## config.mk

```make
export PLATFORM = sky130hd
export DESIGN_NAME = rgbw_pwm_engine
export DESIGN_NICKNAME = d
export VERILOG_FILES = /design/src/rtl/rgbw_pwm_engine.sv
export SDC_FILE = /design/constraint.sdc
export NUM_CORES = 1
export LEC_CHECK = 0
export ABC_AREA = 1
export CORE_MARGIN = 3
export CORE_UTILIZATION = 50
export DETAILED_ROUTE_END_ITERATION = 7
export PLACE_DENSITY = 0.7
export SYNTH_ARGS = -nofsm -noshare
export SYNTH_HDL_FRONTEND = slang
export SYNTH_SLANG_ARGS = --single-unit
```

## constraint.sdc

```tcl
create_clock -name clk -period 1.9 [get_ports clk]
set_clock_uncertainty 0.2 [all_clocks]
set_input_delay 0.38 -clock clk [delete_from_list [all_inputs] [get_ports clk]]
set_output_delay 0.38 -clock clk [all_outputs]
set_load 0.05 [all_outputs]
```

## src/rtl/rgbw_pwm_engine.sv

```systemverilog
// Four-channel (R,G,B,W) 8-bit PWM with double-buffered duties applied at the period wrap
// and phase-staggered channels to spread LED turn-on current.
module rgbw_pwm_engine #(
    parameter int PHASE_STEP = 64,
    parameter bit OUT_POL    = 1'b1
) (
    input  logic       clk,
    input  logic       reset,
    input  logic       clk_half,
    input  logic       ld,
    input  logic [7:0] duty_r,
    input  logic [7:0] duty_g,
    input  logic [7:0] duty_b,
    input  logic [7:0] duty_w,
    input  logic       out_en,
    output logic       busy,
    output logic       period_done,
    output logic       red_pin,
    output logic       green_pin,
    output logic       blue_pin,
    output logic       white_pin
);

    localparam logic PIN_IDLE = ~OUT_POL;

    logic [7:0]      cnt;
    logic [3:0][7:0] pending;
    logic [3:0][7:0] active;
    logic [3:0][7:0] duty_in;
    logic [3:0][7:0] ph;
    logic [3:0]      raw;
    logic [3:0]      pin;
    logic            wrap;

    assign duty_in = {duty_w, duty_b, duty_g, duty_r};
    assign wrap    = clk_half && (cnt == 8'hFF);

    // Each channel compares a rotated copy of the shared counter against its duty.
    always_comb begin
        ph  = '0;
        raw = '0;
        for (int i = 0; i < 4; i++) begin
            ph[i]  = cnt + 8'(i * PHASE_STEP);
            raw[i] = (ph[i] < active[i]);
        end
    end

    always_ff @(posedge clk or negedge reset) begin
        if (!reset) begin
            cnt         <= '0;
            pending     <= '0;
            active      <= '0;
            busy        <= 1'b0;
            period_done <= 1'b0;
        end else begin
            if (clk_half)
                cnt <= cnt + 8'd1;
            period_done <= wrap;
            if (wrap) begin
                // A load landing on the wrap bypasses the buffer and goes live immediately.
                if (ld)
                    active <= duty_in;
                else if (busy)
                    active <= pending;
                busy <= 1'b0;
            end else if (ld) begin
                pending <= duty_in;
                busy    <= 1'b1;
            end
        end
    end

    always_ff @(posedge clk or negedge reset) begin
        if (!reset)
            pin <= {4{PIN_IDLE}};
        else
            pin <= out_en ? (raw ^ {4{PIN_IDLE}}) : {4{PIN_IDLE}};
    end

    assign red_pin   = pin[0];
    assign green_pin = pin[1];
    assign blue_pin  = pin[2];
    assign white_pin = pin[3];

endmodule
```

Yosys cells after proc, flatten, opt, wreduce, memory -nomap -nowiden
Index checks and enable logic that the tools add are counted.
- input bits: 37
- register bits after elaboration: 78
- output and inout bits: 6
- mux-type cells: 5
- bitwise logic cells: 1
- reductions and logical operators: 5
- order comparisons: 4
- equality and inequality tests: 1
- add/sub/neg operators: 4
- operator list (cell ; count):
    two-way mux 32 bit ; 2
    less-than comparator 8 bit ; 4
    adder 8 bit, second input constant ; 2
    adder 8 x 1 -> 8 bit, second input constant ; 1
    adder 8 x 7 -> 8 bit, second input constant ; 1
    equality test 8 bit, second input constant ; 1
    two-way mux 4 bit ; 1
    AND reduction 2 bit ; 2
    nonzero test 2 bit ; 2
    two-way mux 1 bit ; 2
    logical AND 1 bit ; 1
    inverter 1 bit ; 1

Depth between registers and ports, before layout
- word-level depth: 4
- gate-level depth with buffers: 8
- mapped depth without buffers: 8

Worst setup path before layout
Ideal clock, no wire load.
- kind: reg-to-reg
- start: register cnt[6]
- end: register pin[3]
- clock period less this slack: 1.641 ns
- data arrival time: 1.364 ns
- buffers on the path: 0
- stages on the path, launching flop included: 9
- path slack: 0.259 ns
- path through: dfrtp_1 -> ha_1 -> inv_1 -> ha_1 -> nand2_1 -> inv_1 -> nand2_1 -> nand4_1 -> a21oi_1
- word-level cells in the longest chain between the ends: 3
- RTL lines (item ; RTL line ; text):
    start, declared ; 26 ; logic [7:0] cnt;
    start signal, assigned ; 57 ; cnt <= cnt + 8'd1;
    adder 8 bit ; 43 ; ph[i] = cnt + 8'(i * PHASE_STEP);
    less-than comparator 8 bit ; 44 ; raw[i] = (ph[i] < active[i]);
    two-way mux 4 bit ; 77 ; pin <= out_en ? (raw ^ {4{PIN_IDLE}}) : {4{PIN_IDLE}};
    end signal, assigned ; 75 ; pin <= {4{PIN_IDLE}};
    end signal, assigned ; 77 ;
    end, declared ; 32 ; logic [3:0] pin;
No other way between the ends.
A chain may end at the register's enable or synchronous reset.

Final worst setup path
- start: register cnt[6]
- end: register pin[1]
- word-level cells in the longest chain between the ends: 3
- RTL lines (item ; RTL line):
    adder 8 x 7 -> 8 bit ; 43
    less-than comparator 8 bit ; 44
    two-way mux 4 bit ; 77
No other way between the ends.

==> results.sh <==
export IMPL_cts_root_buffer="clkbuf_8"
export IMPL_end_kind="flop"
export IMPL_outcome="finished, final reports clean"
export IMPL_syn_area_per_cell_um2=9.12
export IMPL_num_antenna_cells=0
export IMPL_worstHoldPathCells=2
export IMPL_syn_nets=533
export IMPL_rsz0062_at_grt="false"
export IMPL_dr_max_layer_used="met4"
export IMPL_crit_buf_inv=0
export IMPL_yosys_warnings=0
export IMPL_die_w_um=98.2
export IMPL_dp_final_hpwl_um=5720
export IMPL_nets=581
export IMPL_insertion_delay_ps=350
export IMPL_worstHoldPathType="reg -> reg"
export IMPL_p_sw_frac=0.346
export IMPL_reg2reg_depth=6
export IMPL_min_from="pending[24]"
export IMPL_rows=32
export IMPL_grt_ovfl_total=0
export IMPL_antenna_found_initial=0
export IMPL_start_util=0.533
export IMPL_stdcell_count=621
export IMPL_clk_path_buf_depth=2
export IMPL_path_common_cell="ha_1"
export IMPL_rrSetupSlack_ps=130
export IMPL_vias=3153
export IMPL_ys_seq_area_frac=0.459
export IMPL_r2r_end="pin[1]"
export IMPL_required_ps=1970
export IMPL_leakagePower_nw=2.58
export IMPL_gp_congestion=0.856
export IMPL_grt_usage=0.183
export IMPL_path_clk_slew_ps=80
export IMPL_clockPowerShare=0.276
export IMPL_numCtsBuffers=9
export IMPL_n_fill_cell=684
export IMPL_whs_endpoint="pending[24]"
export IMPL_cts_tree="built"
export IMPL_cp_data_arrival_time_ps=1840
export IMPL_remaining_drc_errors=0
export IMPL_die_area_mm2=0.00964
export IMPL_switchingPower_mw=1.80
export IMPL_max_cap_violations=0
export IMPL_min_period_over_period=0.931
export IMPL_p_per_area_mw_per_mm2=1030
export IMPL_die_h_um=98.2
export IMPL_crit_path_start_kind="flop"
export IMPL_pwr_share_comb=0.320
export IMPL_first_pass_iters=4
export IMPL_wl_met1_um=3810
export IMPL_h_tree_depth=3
export IMPL_report_power_total_mw=5.20
export IMPL_hold_viol_final=0
export IMPL_r2r_start="cnt[6]"
export IMPL_synth_seq_cells=78
export IMPL_avgViaCountPerCell=5.08
export IMPL_synthCells=466
export IMPL_seq_power_share=0.405
export IMPL_irDropWorstVdd_uv=432
export IMPL_seq_area_mm2=0.00195
export IMPL_cts_setup_buffers=0
export IMPL_grt_pass1_wl_um=14300
export IMPL_wl_met2_um=4000
export IMPL_layout_area_overhead_vs_synth_pct=19.3
export IMPL_first_iter_violations=171
export IMPL_finalSetupViolCount=0
export IMPL_multi_input_area_mm2=0.00196
export IMPL_postRouteAntennaNets=0
export IMPL_num_io_pins=43
export IMPL_numPortBuffers=42
export IMPL_wire_per_inst_um=13.3
export IMPL_clock_sinks=78
export IMPL_cp_slowest_cell="dfrtp_1"
export IMPL_grt_max_degree=79
export IMPL_synth_distinct_cells=26
export IMPL_clock_fmax_mhz=565
export IMPL_crit_type="reg -> reg"
export IMPL_min_period_ps=1770
export IMPL_design_core_area_mm2=0.00797
export IMPL_crit_fanout=2
export IMPL_wl_met3_um=349
export IMPL_critPathTopFamily="adder cells"
export IMPL_tightestPinTransition_ps=454
export IMPL_crit_chain="ha_1, ha_1, nand2_1, o21bai_1, nand3_1, a21oi_2"
export IMPL_first_global_vias=3050
export IMPL_max_stage_delay_ps=390
export IMPL_maxSlewHeadroom=0.697
export IMPL_place_inst=604
export IMPL_intPower_mw=3.40
export IMPL_hold_slack_ps=273
export IMPL_synth_cell_area_mm2=0.00425
export IMPL_wl_um=8260
export IMPL_drive_gt1_frac=0.145
export IMPL_slew_violations=0
-- placed cells by master (no fill, tap or decap) --
| cell | instances |
|---|---|
| nand3_4 | 2 |
| buf_12 | 7 |
| mux2_2 | 1 |
| dfrtp_1 | 78 |
| nand2_4 | 1 |
| clkbuf_8 | 11 |
| xor2_1 | 5 |
| o21ai_0 | 1 |
| nand4_1 | 3 |
| clkinvlp_4 | 1 |
| or2_2 | 1 |
| bufinv_16 | 2 |
| clkinv_4 | 1 |
| buf_2 | 1 |
| o21bai_1 | 1 |
| a21oi_2 | 2 |
| nand2_1 | 144 |
| dlygate4sd3_1 | 1 |
| a21oi_1 | 6 |
| nand3_1 | 37 |
| mux2i_1 | 32 |
| nor2_4 | 1 |
| ha_1 | 30 |
| o21ai_1 | 3 |
| nor2_1 | 14 |
| nand2_2 | 1 |
| inv_1 | 54 |
| buf_4 | 13 |
| o21ai_2 | 28 |
| clkinv_2 | 1 |
| clkdlybuf4s50_1 | 34 |
| nor3_1 | 1 |
| nor2_8 | 1 |
-- flip-flops by register name, indices dropped and copies added (netlist names) --
signal	cells
pin	4
active	32
busy	1
period_done	1
cnt	8
pending	32
-- cell usage after synthesis (all sizes together) --
cell type  count  area share
ha            30       0.088
nor3           1      0.0012
nor2          16       0.020
or2            1      0.0015
mux2           1      0.0026
buf           19       0.033
xor2           5       0.010
nand2        146        0.13
o21ai         32       0.062
o21bai         1      0.0018
inv           54       0.048
nand3         39       0.052
nand4          3      0.0044
dfrtp         78        0.46
a21oi          8      0.0094
mux2i         32       0.075
-- routing by layer --
| layer | global-route usage | vias up |
|---|---|---|
| met3 | 0.0407 | 11 |
| met5 | 0 | - |
| li1 | - | 1611 |
| met2 | 0.289 | 55 |
| met1 | 0.251 | 1476 |
| met4 | 0.0588 | 0 |
-- power by group through the flow --
stage               Clock [mW]  Combinational (mW)  Sequential [mW]
floorplan                    0                1.06             2.17
global placement             0                1.57             2.13
detailed placement           0                1.66             2.14
CTS                       1.47                1.67             2.11
global route              1.56                1.94             2.14
finish                    1.43                1.66             2.10
-- logic make-up after synthesis --
group           synth area share
simple gates               0.210
flops                      0.459
buf+inv                   0.0804
compound gates            0.0736
mux                       0.0780
fa+ha+maj                 0.0883
xor+xnor                  0.0103
-- through the flow --
step	utilization	TNS, ps	cell area (um2)	worst slack (ps)
after CTS	0.636	0	5060	74.2
final	0.636	0	5070	130
after global routing	0.636	0	5070	25.7
after global placement	0.605	-1450	4820	-45.1
after detailed placement	0.605	-3370	4820	-82.3
after floorplan	-	0	4250	259
-- worst min-delay path, stage by stage, from the launching register on --
cell	delay [ps]
dfrtp_1	340
nand2_1	50
nand2_1	50
-- area by class of cell --
class | count | area share
Multi-Input combinational cell | 315 | 0.387
Sequential cell | 78 | 0.385
Clock buffer | 11 | 0.0299
Inverter | 54 | 0.0400
Clock inverter | 5 | 0.0160
Tap cell | 102 | 0.0252
Timing Repair Buffer | 56 | 0.117
-- how the worst max path moves through the flow --
stage | startpoint | to | slack (ps) | cells after the start
final | cnt[6] | pin[1] | 130 | 6
after global routing | cnt[6] | pin[1] | 30 | 6
after CTS | cnt[6] | pin[1] | 70 | 6
after detailed placement | clk_half | active[22] | -80 | 7
after global placement | clk_half | active[3] | -50 | 7
after floorplan | cnt[6] | pin[3] | 260 | 8
-- what timing repair did --
action                                 in CTS  in global routing
setup endpoints to repair                   0                  2
hold buffers                                1                  0
endpoints found under the hold margin      78                  0
resized for setup                           0                  2
Power figures use the tool's default switching activity.
==> variant 1 (same flow settings) <==
Set the parameter `OUT_POL` to 1'b0 (it was 1'b1).
--- a/src/rtl/rgbw_pwm_engine.sv
+++ b/src/rtl/rgbw_pwm_engine.sv
@@ -2,7 +2,7 @@
 // and phase-staggered channels to spread LED turn-on current.
 module rgbw_pwm_engine #(
     parameter int PHASE_STEP = 64,
-    parameter bit OUT_POL    = 1'b1
+    parameter bit OUT_POL    = 1'b0
 ) (
     input  logic       clk,
     input  logic       reset,
Behaviour: not the same (a bounded check fails within 4 cycles, from zero or initial values and one cycle with reset low).
==> variant 1 against the unedited design <==
  * Setup slack improved by 0.031 ns
  * Cell count grew 20%
  * Total power decreased by 4.9%
  * Via count grew 21%
  * Area after synthesis rose by 3.2%
  * Sequential cell count is the same
  * Wire length rose by 15%
  * Final area is 4.1% higher
  * Highest routed layer unchanged
==> variant 1: results (changes against the unedited design) <==
.. list-table::
   :header-rows: 1

   * - Metric
     - Value
   * - Mean routed wirelength per cell
     - 12.7 µm (-4.2%)
   * - Share of layout cells above drive strength 1
     - 9.83% (-4.6 points)
   * - Cells after Synth
     - 583 (+25%)
   * - Netlist cell types
     - 22 (-15%)
   * - Largest net degree at the start of global routing
     - 66 (-16%)
   * - Number of vias in the routed layout
     - 3,816 (+21%)
   * - Final HPWL DP
     - 7.05 mm (+23%)
   * - Tightest Hold Check Type
     - input port to async pin
   * - Global Route met3 Usage
     - 4.07% (-0.0041 points)
   * - Met2 track utilization from global routing
     - 34.1% (+5.2 points)
   * - Leak
     - 2.84 nW (+10%)
   * - FF-to-FF setup slack
     - 0.16 ns (+0.03 ns)
   * - Post-place instance area
     - 5070 µm² (+5.2%)
   * - Placed cell count
     - 729 (+21%)
   * - Total Routing Usage GR
     - 20.5% (+2.3 points)
   * - Mapped Nets
     - 650 (+22%)
   * - Worst R2R Path Depth
     - 9 (+3)
   * - Worst IR Drop VDD
     - 0.454 mV (+5.2%)
   * - Arrival time reported for the critical path endpoint
     - 1.81 ns (-0.03 ns)
   * - Share of the yosys chip area belonging to registers
     - 44.6% (-1.3 points)
   * - Number of global-route vias before repair
     - 3,639 (+19%)
   * - Critical path fanouts, max
     - 3 (+1)
   * - Hold buffer count at cts
     - 1 (unchanged)
   * - Hold_ws
     - 0.255 ns (-0.0182 ns)
   * - Outcome
     - finished, final reports clean
   * - Filler Cell Count
     - 752 (+9.9%)
   * - Global-route wire length before repair
     - 16.6 mm (+16%)
   * - DRC marker count from the first detailed-route iteration
     - 206 (+20%)
   * - Finished Cell Area
     - 5280 µm² (+4.1%)
   * - Crit Reg-Reg Startpoint
     - cnt[7]
   * - Transition time at the pin with the least slew margin
     - 0.342 ns (-0.112 ns)
   * - Layout Nets
     - 703 (+21%)
   * - Final weighted congestion in routability-driven placement
     - 0.836 (-2.3%)
   * - GR met1 Demand/Resource
     - 27.1% (+1.9 points)
==> variant 1: cell type report <==
| cell class | count | area share (%) |
|---|---|---|
| clock buffers | 10 | 2.61 |
| clock inverters | 6 | 1.16 |
| inverters | 51 | 3.62 |
| multi-input cells | 424 | 39.1 |
| flip-flops and latches | 78 | 37.1 |
| well taps | 105 | 2.49 |
| repair buffers | 72 | 14.0 |
==> variant 1: worst max-delay path by stage <==
stage	start	endpoint	slack [ns]	cells after the start
5_1_grt	cnt[0]	active[15]	0.05	8
6_report	cnt[7]	pin[3]	0.16	9
3_3_place_gp	clk_half	busy	-0.08	8
3_5_place_dp	clk_half	pending[2]	-0.12	8
4_1_cts	cnt[7]	pin[3]	0.16	9
2_1_floorplan	cnt[6]	pin[3]	0.19	9
==> variant 1: per-layer routing <==
layer | wire length [µm] | part of all wire (%)
met5 | 0 | 0
met3 | 350 | 3.7
met1 | 4460 | 47
met2 | 4540 | 48
met4 | 154 | 1.6
==> variant 1: power by group <==
part | leakage (nW) | switching (mW) | internal, mW
clock network | 0.102 | 0.601 | 0.638
logic | 1.74 | 0.982 | 0.768
registers | 0.998 | 0.105 | 1.85
total | 2.84 | 1.69 | 3.26
==> variant 1: kinds of logic (layout without fill, tap and decap cells) <==
family / Yosys count / in the layout / synth area share (%)
buf+inv: 81 / 139 / 8.30
compound gates: 9 / 9 / 1.03
simple gates: 380 / 380 / 36.5
fa+ha+maj: 30 / 30 / 8.56
xor+xnor: 5 / 5 / 0.999
flops: 78 / 78 / 44.6
==> variant 2 (same settings) <==
Without the edit above. The output `period_done` loses its register stage (`period_done` becomes a continuous assignment).
--- a/src/rtl/rgbw_pwm_engine.sv
+++ b/src/rtl/rgbw_pwm_engine.sv
@@ -51,11 +51,9 @@
             pending     <= '0;
             active      <= '0;
             busy        <= 1'b0;
-            period_done <= 1'b0;
         end else begin
             if (clk_half)
                 cnt <= cnt + 8'd1;
-            period_done <= wrap;
             if (wrap) begin
                 // A load landing on the wrap bypasses the buffer and goes live immediately.
                 if (ld)
@@ -70,6 +68,8 @@
         end
     end
 
+    assign period_done = wrap;
+
     always_ff @(posedge clk or negedge reset) begin
         if (!reset)
             pin <= {4{PIN_IDLE}};
Function: no difference found for any inputs over 10 cycles, from zero or initial values and one cycle with reset low; that may be too few to reach the edited logic, so the function may still have changed.
==> variant 2 against the unedited design <==
  * The run now ends with setup timing left
  * Hold slack worse by 0.0048 ns
  * Highest routed layer unchanged
  * Setup slack worse by 0.15 ns
  * Sequential share of layout area down 0.86 points
  * Sequential cell count down 1
  * Die area down 0.55%
  * Wire length up 1.6%
  * Final area up 0.96%
  * Area after synthesis down 0.59%
  * Total power down 1.2%
  * Largest cell class unchanged
  * Synthesized cell count down 0.21%
  * Global-route usage about the same
  * Combinational power up 14%
  * Fmax down 8.0%
==> variant 2: results (changes against the unedited design) <==
.. list-table::
   :header-rows: 1

   * - Metric
     - Value
   * - Outcome
     - finished with violations
   * - Violated checks
     - setup timing
   * - Crit Reg-Reg Startpoint
     - cnt[0]
   * - Final weighted congestion in routability-driven placement
     - 0.843 (-1.4%)
   * - Minimum setup slack in the final design
     - -0.0237 ns (-0.154 ns)
   * - Post-place instance area
     - 4850 µm² (+0.52%)
   * - Placed cell count
     - 608 (+0.66%)
   * - Global-route wire length before repair
     - 14.1 mm (-1.0%)
   * - Largest net degree at the start of global routing
     - 66 (-16%)
   * - Relative area change from synthesis to final layout
     - 21.2%
   * - Count of cells resized by post-cts repair
     - 5 (+5)
   * - Avg Cell Area, Syn
     - 9.08 µm² (-0.38%)
   * - Filler Cell Count
     - 667 (-2.5%)
   * - Leak
     - 2.60 nW (+0.82%)
   * - Tightest Hold Check Type
     - input port to flip-flop
   * - Worst R2R Path Depth
     - 9 (+3)
   * - Total Neg Setup Slack
     - -0.0237 ns (-0.0237 ns)
   * - Hold-critical path endpoint
     - busy
   * - Kind of cell with the highest combined delay on the critical path
     - flip-flops
   * - Number of cells traversed by the worst hold path
     - 4 (+2)
   * - Layout Nets
     - 591 (+1.7%)
   * - Worst IR Drop VDD
     - 0.490 mV (+14%)
   * - Count of final setup violators
     - 1 (+1)
   * - Headroom to the max-slew limit
     - 71.4% (+1.7 points)
   * - Post-route non-filler standard cell count
     - 631 (+1.6%)
variant 2: changes by cell type in the layout (fill, tap and decap cells not counted), sizes merged:
cell and change:
dfrtp -1, clkdlybuf4s50 -1, clkinv +1, buf +11
bufinv -1, dlygate4sd2 +1
variant 2: how the worst max path moves through the flow:
stage / slack (ns) / startpoint / end
6_report: -0.02 / cnt[0] / period_done
5_1_grt: -0.11 / cnt[0] / period_done
4_1_cts: -0.08 / cnt[1] / period_done
3_5_place_dp: -0.17 / clk_half / period_done
3_3_place_gp: -0.16 / clk_half / period_done
2_1_floorplan: 0.03 / cnt[1] / period_done
variant 2: kinds of logic after synthesis:
kind of cell               Yosys count  share of synthesized area (%)
AOI/OAI and AO/OA                   41                           7.41
xor gates and xnor gates             5                           1.04
adders and majority gates           30                           8.89
buffers and inverters               73                           8.09
DFF                                 77                           45.6
muxes                               33                           7.85
and+or+nand+nor                    206                           21.1
variant 2: area by class of cell:
| cell class | instances | share of cell area, % |
|---|---|---|
| Inverter | 54 | 4.01 |
| Sequential cell | 77 | 37.6 |
| Clock inverter | 5 | 1.17 |
| Tap cell | 102 | 2.49 |
| Timing Repair Buffer | 67 | 13.4 |
| Clock buffer | 11 | 2.76 |
| Multi-Input combinational cell | 315 | 38.5 |
variant 2: power groups by stage:
stage / Sequential (mW) / Clock (mW) / Combinational [mW]
after CTS: 1.99 / 1.28 / 1.91
final: 1.98 / 1.25 / 1.90
after global placement: 2.00 / 0 / 1.75
after floorplan: 2.14 / 0 / 1.06
after detailed placement: 2.02 / 0 / 1.84
after global routing: 2.01 / 1.34 / 2.17
variant 2: worst register-to-register path, stage by stage (launching register included):
cell and delay, ns:
sky130_fd_sc_hd__dfrtp_1 0.41, sky130_fd_sc_hd__ha_4 0.18, sky130_fd_sc_hd__nand3_4 0.08, sky130_fd_sc_hd__nor2_8 0.04, sky130_fd_sc_hd__buf_4 0.13, sky130_fd_sc_hd__buf_4 0.13
sky130_fd_sc_hd__buf_12 0.12, sky130_fd_sc_hd__nand3_4 0.08, sky130_fd_sc_hd__buf_12 0.22, sky130_fd_sc_hd__o21ai_0 0.13
variant 2: through the flow:
| step | worst slack (ns) | power (mW) |
|---|---|---|
| floorplan | 0.0286 | 3.21 |
| global placement | -0.161 | 3.75 |
| detailed placement | -0.173 | 3.86 |
| CTS | -0.0826 | 5.18 |
| global route | -0.107 | 5.52 |
| finish | -0.0237 | 5.14 |
variant 2: per-layer routing:
layer	global-route usage, %	vias to the layer above	share of wire, %
met3	4.50	7	3.4
met2	30.9	46	51
li1	-	1618	-
met4	4.79	0	1.2
met1	23.4	1482	45
met5	0	-	0
